### src/rtl/multicycle_controller.sv
// Multicycle MIPS-style control FSM with memory wait timeout and a sticky trap.
// Optional halfword loads/stores (lh/sh) are enabled by defining MULTICYCLE_HALFWORD_EN.
module multicycle_controller #(
    parameter int ALUOP_W     = 4,
    parameter int MEM_TIMEOUT = 15
) (
    input  logic               clk,
    input  logic               rst,
    input  logic [5:0]         opcode,
    input  logic [5:0]         funct,
    input  logic               mem_ready,
    output logic               mem_req,
    output logic               MemWrite,
    output logic               IorD,
    output logic               IRWrite,
    output logic               PCWrite,
    output logic               RegWrite,
    output logic               RegDst,
    output logic               MemToReg,
    output logic               Jal,
    output logic               Jr,
    output logic               Signextend,
    output logic               Branch,
    output logic               Bne,
    output logic [ALUOP_W-1:0] ALUOp,
    output logic [1:0]         ALUSrcB,
    output logic [1:0]         PCSource,
    output logic [2:0]         state,
    output logic               instr_done,
    output logic               trap
);

    typedef enum logic [2:0] {
        S_FETCH  = 3'd0,
        S_DECODE = 3'd1,
        S_EXEC   = 3'd2,
        S_MEM    = 3'd3,
        S_WB     = 3'd4,
        S_TRAP   = 3'd7
    } state_e;

    typedef enum logic [2:0] {
        C_ALU_R, C_ALU_I, C_LOAD, C_STORE, C_BRANCH, C_JUMP, C_JREG, C_ILLEGAL
    } cls_e;

    state_e     state_q, state_d;
    logic [7:0] wait_cnt_q, wait_cnt_d;
    logic       hold_q;
    logic [5:0] opcode_q, funct_q;

    cls_e       cls;
    logic [3:0] cls_alu;
    logic       cls_half, cls_link, cls_bne;
    logic [3:0] alu_op_c;
    logic       wait_last;

    // Holding the instruction fields locally keeps every later phase Moore on registered state.
    always_comb begin
        cls      = C_ILLEGAL;
        cls_alu  = 4'd0;
        cls_half = 1'b0;
        cls_link = 1'b0;
        cls_bne  = 1'b0;
        case (opcode_q)
            6'h00: begin
                case (funct_q)
                    6'h20: begin cls = C_ALU_R; cls_alu = 4'd0; end
                    6'h22: begin cls = C_ALU_R; cls_alu = 4'd1; end
                    6'h24: begin cls = C_ALU_R; cls_alu = 4'd2; end
                    6'h25: begin cls = C_ALU_R; cls_alu = 4'd3; end
                    6'h26: begin cls = C_ALU_R; cls_alu = 4'd4; end
                    6'h27: begin cls = C_ALU_R; cls_alu = 4'd5; end
                    6'h2A: begin cls = C_ALU_R; cls_alu = 4'd6; end
                    6'h00: begin cls = C_ALU_R; cls_alu = 4'd7; end
                    6'h02: begin cls = C_ALU_R; cls_alu = 4'd8; end
                    6'h08: cls = C_JREG;
                    6'h09: begin cls = C_JREG; cls_link = 1'b1; end
                    default: cls = C_ILLEGAL;
                endcase
            end
            6'h08: begin cls = C_ALU_I; cls_alu = 4'd0; end
            6'h0C: begin cls = C_ALU_I; cls_alu = 4'd2; end
            6'h0A: begin cls = C_ALU_I; cls_alu = 4'd6; end
            6'h0D: begin cls = C_ALU_I; cls_alu = 4'd3; end
            6'h23: cls = C_LOAD;
            6'h2B: cls = C_STORE;
`ifdef MULTICYCLE_HALFWORD_EN
            6'h21: begin cls = C_LOAD;  cls_half = 1'b1; end
            6'h29: begin cls = C_STORE; cls_half = 1'b1; end
`endif
            6'h04: begin cls = C_BRANCH; cls_alu = 4'd9; end
            6'h05: begin cls = C_BRANCH; cls_alu = 4'd10; cls_bne = 1'b1; end
            6'h02: cls = C_JUMP;
            6'h03: begin cls = C_JUMP; cls_link = 1'b1; end
            default: cls = C_ILLEGAL;
        endcase
    end

    // True when the current waiting cycle is the MEM_TIMEOUT-th consecutive one.
    assign wait_last = ({1'b0, wait_cnt_q} + 9'd1) >= 9'(MEM_TIMEOUT);

    always_comb begin
        state_d    = state_q;
        mem_req    = 1'b0;
        MemWrite   = 1'b0;
        IorD       = 1'b0;
        IRWrite    = 1'b0;
        PCWrite    = 1'b0;
        RegWrite   = 1'b0;
        RegDst     = 1'b0;
        MemToReg   = 1'b0;
        Jal        = 1'b0;
        Jr         = 1'b0;
        Signextend = 1'b0;
        Branch     = 1'b0;
        Bne        = 1'b0;
        alu_op_c   = 4'd0;
        ALUSrcB    = 2'd0;
        PCSource   = 2'd0;
        instr_done = 1'b0;
        trap       = 1'b0;
        if (hold_q) begin
            // First cycle after reset: everything quiet, FSM parked in FETCH.
            state_d = S_FETCH;
        end else begin
            case (state_q)
                S_FETCH: begin
                    mem_req = 1'b1;
                    if (mem_ready) begin
                        IRWrite = 1'b1;
                        PCWrite = 1'b1;
                        ALUSrcB = 2'd1;
                        state_d = S_DECODE;
                    end else if (wait_last) begin
                        state_d = S_TRAP;
                    end
                end
                S_DECODE: begin
                    ALUSrcB = 2'd3;
                    case (cls)
                        C_JUMP: begin
                            PCWrite    = 1'b1;
                            PCSource   = 2'd2;
                            Jal        = cls_link;
                            RegWrite   = cls_link;
                            instr_done = 1'b1;
                            state_d    = S_FETCH;
                        end
                        C_JREG: begin
                            PCWrite    = 1'b1;
                            PCSource   = 2'd3;
                            Jr         = 1'b1;
                            Jal        = cls_link;
                            RegWrite   = cls_link;
                            instr_done = 1'b1;
                            state_d    = S_FETCH;
                        end
                        C_ILLEGAL: state_d = S_TRAP;
                        default:   state_d = S_EXEC;
                    endcase
                end
                S_EXEC: begin
                    case (cls)
                        C_ALU_R: begin
                            alu_op_c = cls_alu;
                            state_d  = S_WB;
                        end
                        C_ALU_I: begin
                            alu_op_c = cls_alu;
                            ALUSrcB  = 2'd2;
                            state_d  = S_WB;
                        end
                        C_LOAD, C_STORE: begin
                            ALUSrcB = 2'd2;
                            state_d = S_MEM;
                        end
                        C_BRANCH: begin
                            Branch     = 1'b1;
                            alu_op_c   = cls_alu;
                            PCSource   = 2'd1;
                            Bne        = cls_bne;
                            instr_done = 1'b1;
                            state_d    = S_FETCH;
                        end
                        default: state_d = S_TRAP;
                    endcase
                end
                S_MEM: begin
                    mem_req    = 1'b1;
                    IorD       = 1'b1;
                    MemWrite   = (cls == C_STORE);
                    Signextend = cls_half;
                    if (mem_ready) begin
                        if (cls == C_STORE) begin
                            instr_done = 1'b1;
                            state_d    = S_FETCH;
                        end else begin
                            state_d = S_WB;
                        end
                    end else if (wait_last) begin
                        state_d = S_TRAP;
                    end
                end
                S_WB: begin
                    RegWrite   = 1'b1;
                    RegDst     = (cls == C_ALU_I) || (cls == C_LOAD);
                    MemToReg   = (cls == C_LOAD);
                    instr_done = 1'b1;
                    state_d    = S_FETCH;
                end
                S_TRAP: trap = 1'b1;
                default: state_d = S_FETCH;
            endcase
        end
        if (mem_req && !mem_ready && (state_d == state_q))
            wait_cnt_d = (wait_cnt_q == 8'hFF) ? wait_cnt_q : wait_cnt_q + 8'd1;
        else
            wait_cnt_d = 8'd0;
    end

    assign ALUOp = ALUOP_W'(alu_op_c);
    assign state = state_q;

    always_ff @(posedge clk) begin
        if (!rst) begin
            state_q    <= S_FETCH;
            wait_cnt_q <= 8'd0;
            hold_q     <= 1'b1;
            opcode_q   <= 6'd0;
            funct_q    <= 6'd0;
        end else begin
            state_q    <= state_d;
            wait_cnt_q <= wait_cnt_d;
            hold_q     <= 1'b0;
            if (IRWrite) begin
                opcode_q <= opcode;
                funct_q  <= funct;
            end
        end
    end

endmodule

### config.mk
export PLATFORM = sky130hd
export DESIGN_NAME = multicycle_controller
export DESIGN_NICKNAME = d
export VERILOG_FILES = /design/src/rtl/multicycle_controller.sv
export SDC_FILE = /design/constraint.sdc
export NUM_CORES = 1
export LEC_CHECK = 0
export CAP_MARGIN = 20
export CELL_PAD_IN_SITES_DETAIL_PLACEMENT = 0
export CELL_PAD_IN_SITES_GLOBAL_PLACEMENT = 2
export CORE_MARGIN = 1.5
export CORE_UTILIZATION = 29
export CTS_CLUSTER_SIZE = 24
export DETAILED_ROUTE_END_ITERATION = 10
export PLACE_DENSITY = 0.9
export SYNTH_ARGS = -nofsm -noshare
export SYNTH_HDL_FRONTEND = slang
export SYNTH_SLANG_ARGS = --single-unit
### constraint.sdc
create_clock -name clk -period 3.6 [get_ports clk]
set_clock_uncertainty 0.15 [all_clocks]
set_input_delay 0.54 -clock clk [delete_from_list [all_inputs] [get_ports clk]]
set_output_delay 0.54 -clock clk [all_outputs]
set_load 0.005 [all_outputs]
==> run metrics <==
run status=complete, no violations; CP required=2910 ps; number of distinct standard cells referenced by the synthesized netlist=53; setup repair after global routing missed its margin=false; Adder-Cell Fraction of Synth Area=1.39%; DRC violations left=0; clk sink count=24; count of maximum capacitance violations=0; sequential cell area=484 sq um; Arr. time, crit path=2780 ps; worst ir drop on vdd=121 uV; number of buffers created by CTS=3; final max-slew violation count=0; Port-buffer cells=39; synthesized instance count=257; number of standard-cell rows in the floorplan=28; Worst Path Class, Setup=reg -> out; vias after detailed routing=1904; multiplexer area fraction after synthesis=0%; overall overflow remaining after global route=0; Synth Area per Inst=7.02 sq um; most common cell after layout, fill and taps aside=sky130_fd_sc_hd__nand2_1; number of buffers between clock root and the deepest sink=2; maximum number of pins on one net before global-route repair=17; fraction of layout cells with a size suffix above 1=8.42%; kind of launch point of the worst setup path=flip-flop; commonest cells after routing, fill and taps aside=sky130_fd_sc_hd__nand2_1 (39), sky130_fd_sc_hd__clkdlybuf4s50_1 (38), sky130_fd_sc_hd__nor2_1 (29), sky130_fd_sc_hd__a21oi_1 (25), sky130_fd_sc_hd__dfxtp_1 (23); number of enable flip-flop cells after synthesis=0; M1 WL=2.49 mm; XOR/XNOR Fraction of Synth Area=2.91%; hold buffer count at CTS=0; First-pass DRT Iterations=4; Max-slew headroom=65.5%; Area Growth Syn to Fin=31.8%; buffer cell driving the clock tree root=sky130_fd_sc_hd__clkbuf_8; synthesized area=1800 sq um; final-layout fill cell count=658; initial standard-cell utilization of the core=30.3%; crit-path max cell delay=540 ps; wire length of the first global-routing pass=8.35 mm; mean routed wirelength per cell=13.7 microns; highest-delay cell along the critical path=sky130_fd_sc_hd__or4_4; top_reg_cell synth=sky130_fd_sc_hd__dfxtp_1; width of the chip=81.9 microns; H-tree Lvls=1; met2 layer wire length in the routed design=2.34 mm; Worst Hold Class=reg -> reg; remaining antenna violation count=0; slew at the pin closest to its max-slew limit=514 ps; nets=315; via count of the first global-routing pass=1722; power density normalized to cell area=324 nW/um^2; routed wire length=5.10 mm; overall routing resource usage=15.9%; clock tree from TritonCTS=done; most common cell type on the critical path=sky130_fd_sc_hd__o211ai_4; metal3 WL=224 microns; clock edge transition at the registers on the reported setup and hold paths=80 ps; cells on worst reg2reg path=6; I/O pin count=41; number of antenna violations at the first check in global routing=0; leakage power of the design=0.861 nW; Tot Pwr=0.771 mW; largest family of logic cells by synthesized area=simple AND/OR/NAND/NOR gates; cell count along the critical path=7; total negative slack for setup checks=0 ps; crit-path leading delay family=simple AND/OR/NAND/NOR gates; warning count from the yosys run=0; minimum period implied by the final worst setup slack=3470 ps; die extent in y=81.9 microns; diode count=0; sum of buffers and inverters on the critical path=1; last weighted congestion value of the routability-driven placer=0.829; Final Setup Violations=0; cell breakdown of the critical path=or4_4 > nor3_4 > o211ai_4 > o211ai_4 > nand4_4 > nor3_2 > clkdlybuf4s50_1; maximum clock frequency=288 MHz; Critical Path End Type=output port; Synth Area in Compound Gates=26.4%; simple-gate share of the synthesized area=36.1%; critical-path maximum fanout=13; worst hold path stage count=2; Yosys reg bits=24; Vias per Instance=5.12; Hold Fails Final Rpt=0; Initial DRC Count=205; source-to-sink clock delay at the later pin of the worst-skew pair=260 ps; core footprint=5960 sq um; top layer reached by signal wires=met4; Final Cycle Share=96.5%; total half-perimeter wirelength after legalization and detailed placement=3.89 mm; sequential fraction of the synthesis area=26.6%; async set or reset register ratio after synthesis=0%; DIE AREA=6700 sq um; area of combinational cells with multiple inputs=1240 sq um
==> layer usage <==
layer,vias to the layer above,GRT usage [%]
li1,988,-
met1,863,23.2
met2,49,24.4
met3,4,1.44
met4,0,4.75
met5,-,0
==> layout make-up <==
type | instances | area share (%)
Clock buffer | 4 | 2.31
Sequential cell | 24 | 20.4
Multi-Input combinational cell | 210 | 52.0
Tap cell | 75 | 3.95
Inverter | 9 | 1.42
Timing Repair Buffer | 50 | 20.0
==> stage by stage <==
stage / utilization [%] / setup WS, ps / cells / hold slack, ps / area (sq um)
6_report: 39.9 / 126 / 372 / 370 / 2380
3_5_place_dp: 38.6 / 306 / 367 / 357 / 2300
5_1_grt: 39.9 / 16.1 / 372 / 417 / 2380
3_3_place_gp: 38.6 / 353 / 367 / 356 / 2300
2_1_floorplan: - / 1070 / 261 / 324 / 1820
4_1_cts: 39.5 / 5.70 / 371 / 370 / 2350
==> where the power goes <==
group          total (mW)  internal (mW)  leakage [nW]  switching [mW]
registers           0.310          0.281         0.198          0.0290
clock network       0.181         0.0976        0.0288          0.0831
logic               0.280          0.130         0.635           0.150
==> final timing paths <==
kind                                  start    endpoint  slack, ps
worst max-delay path            opcode_q[2]         Jal        130
worst min-delay path             funct_q[0]  funct_q[0]        370
worst max register to register  opcode_q[2]    state[0]       1380
worst min register to register   funct_q[0]  funct_q[0]        370
==> cells in the mapped netlist, types with 2 or more instances <==
master,instances,area share [%]
sky130_fd_sc_hd__ha_1,2,1.4
sky130_fd_sc_hd__clkbuf_1,13,2.7
sky130_fd_sc_hd__o21bai_1,2,0.83
sky130_fd_sc_hd__nor3_1,16,4.4
sky130_fd_sc_hd__o211ai_4,2,2.4
sky130_fd_sc_hd__or3_1,2,0.69
sky130_fd_sc_hd__xor2_1,2,0.97
sky130_fd_sc_hd__a21oi_1,25,6.9
sky130_fd_sc_hd__o21ai_0,8,2.2
sky130_fd_sc_hd__and2_1,2,0.69
sky130_fd_sc_hd__a211oi_1,4,1.7
sky130_fd_sc_hd__xnor2_1,4,1.9
sky130_fd_sc_hd__dfxtp_1,24,27
sky130_fd_sc_hd__nand2b_1,5,1.7
sky130_fd_sc_hd__nand2_1,39,8.1
sky130_fd_sc_hd__a311oi_1,2,0.97
sky130_fd_sc_hd__buf_2,3,0.83
sky130_fd_sc_hd__nor2_1,29,6.0
sky130_fd_sc_hd__nor2b_1,4,1.4
sky130_fd_sc_hd__a31oi_1,4,1.4
sky130_fd_sc_hd__a21boi_0,2,0.83
sky130_fd_sc_hd__nand3_1,8,2.2
sky130_fd_sc_hd__o21ai_1,4,1.1
sky130_fd_sc_hd__nor4b_1,2,0.97
sky130_fd_sc_hd__o31a_1,2,0.97
sky130_fd_sc_hd__and3_1,5,1.7
sky130_fd_sc_hd__inv_1,9,1.9
sky130_fd_sc_hd__nor4_1,5,1.7
sky130_fd_sc_hd__nand3b_1,4,1.7
==> cell families (layout without fill, tap and decap cells) <==
kind of cell | Yosys count | in the layout
flip-flops | 24 | 24
XOR/XNOR | 6 | 6
AO/OA/AOI/OAI | 69 | 69
adder cells (fa/ha/maj) | 2 | 2
buffers and inverters | 27 | 63
other | 1 | 5
AND/OR/NAND/NOR | 128 | 128
==> flip-flops by register name, indices dropped and copies added (netlist names) <==
name and cells:
funct_q 6, state 3, opcode_q 6, wait_cnt_q 8
hold_q 1
==> what timing repair did <==
item,CTS,global route
gates resized for setup,0,5
hold endpoints to repair,0,0
buffers inserted,0,1
endpoints found under the setup margin,0,3
==> worst register-to-register path: stages (launching register included) <==
cell and delay (ps):
sky130_fd_sc_hd__dfxtp_4 390, sky130_fd_sc_hd__or4_4 540, sky130_fd_sc_hd__nor3_4 280, sky130_fd_sc_hd__o211ai_4 140, sky130_fd_sc_hd__a2111oi_2 370, sky130_fd_sc_hd__o21ai_1 130
sky130_fd_sc_hd__a31oi_1 160
Note: power is estimated with default switching activity, not from simulation.
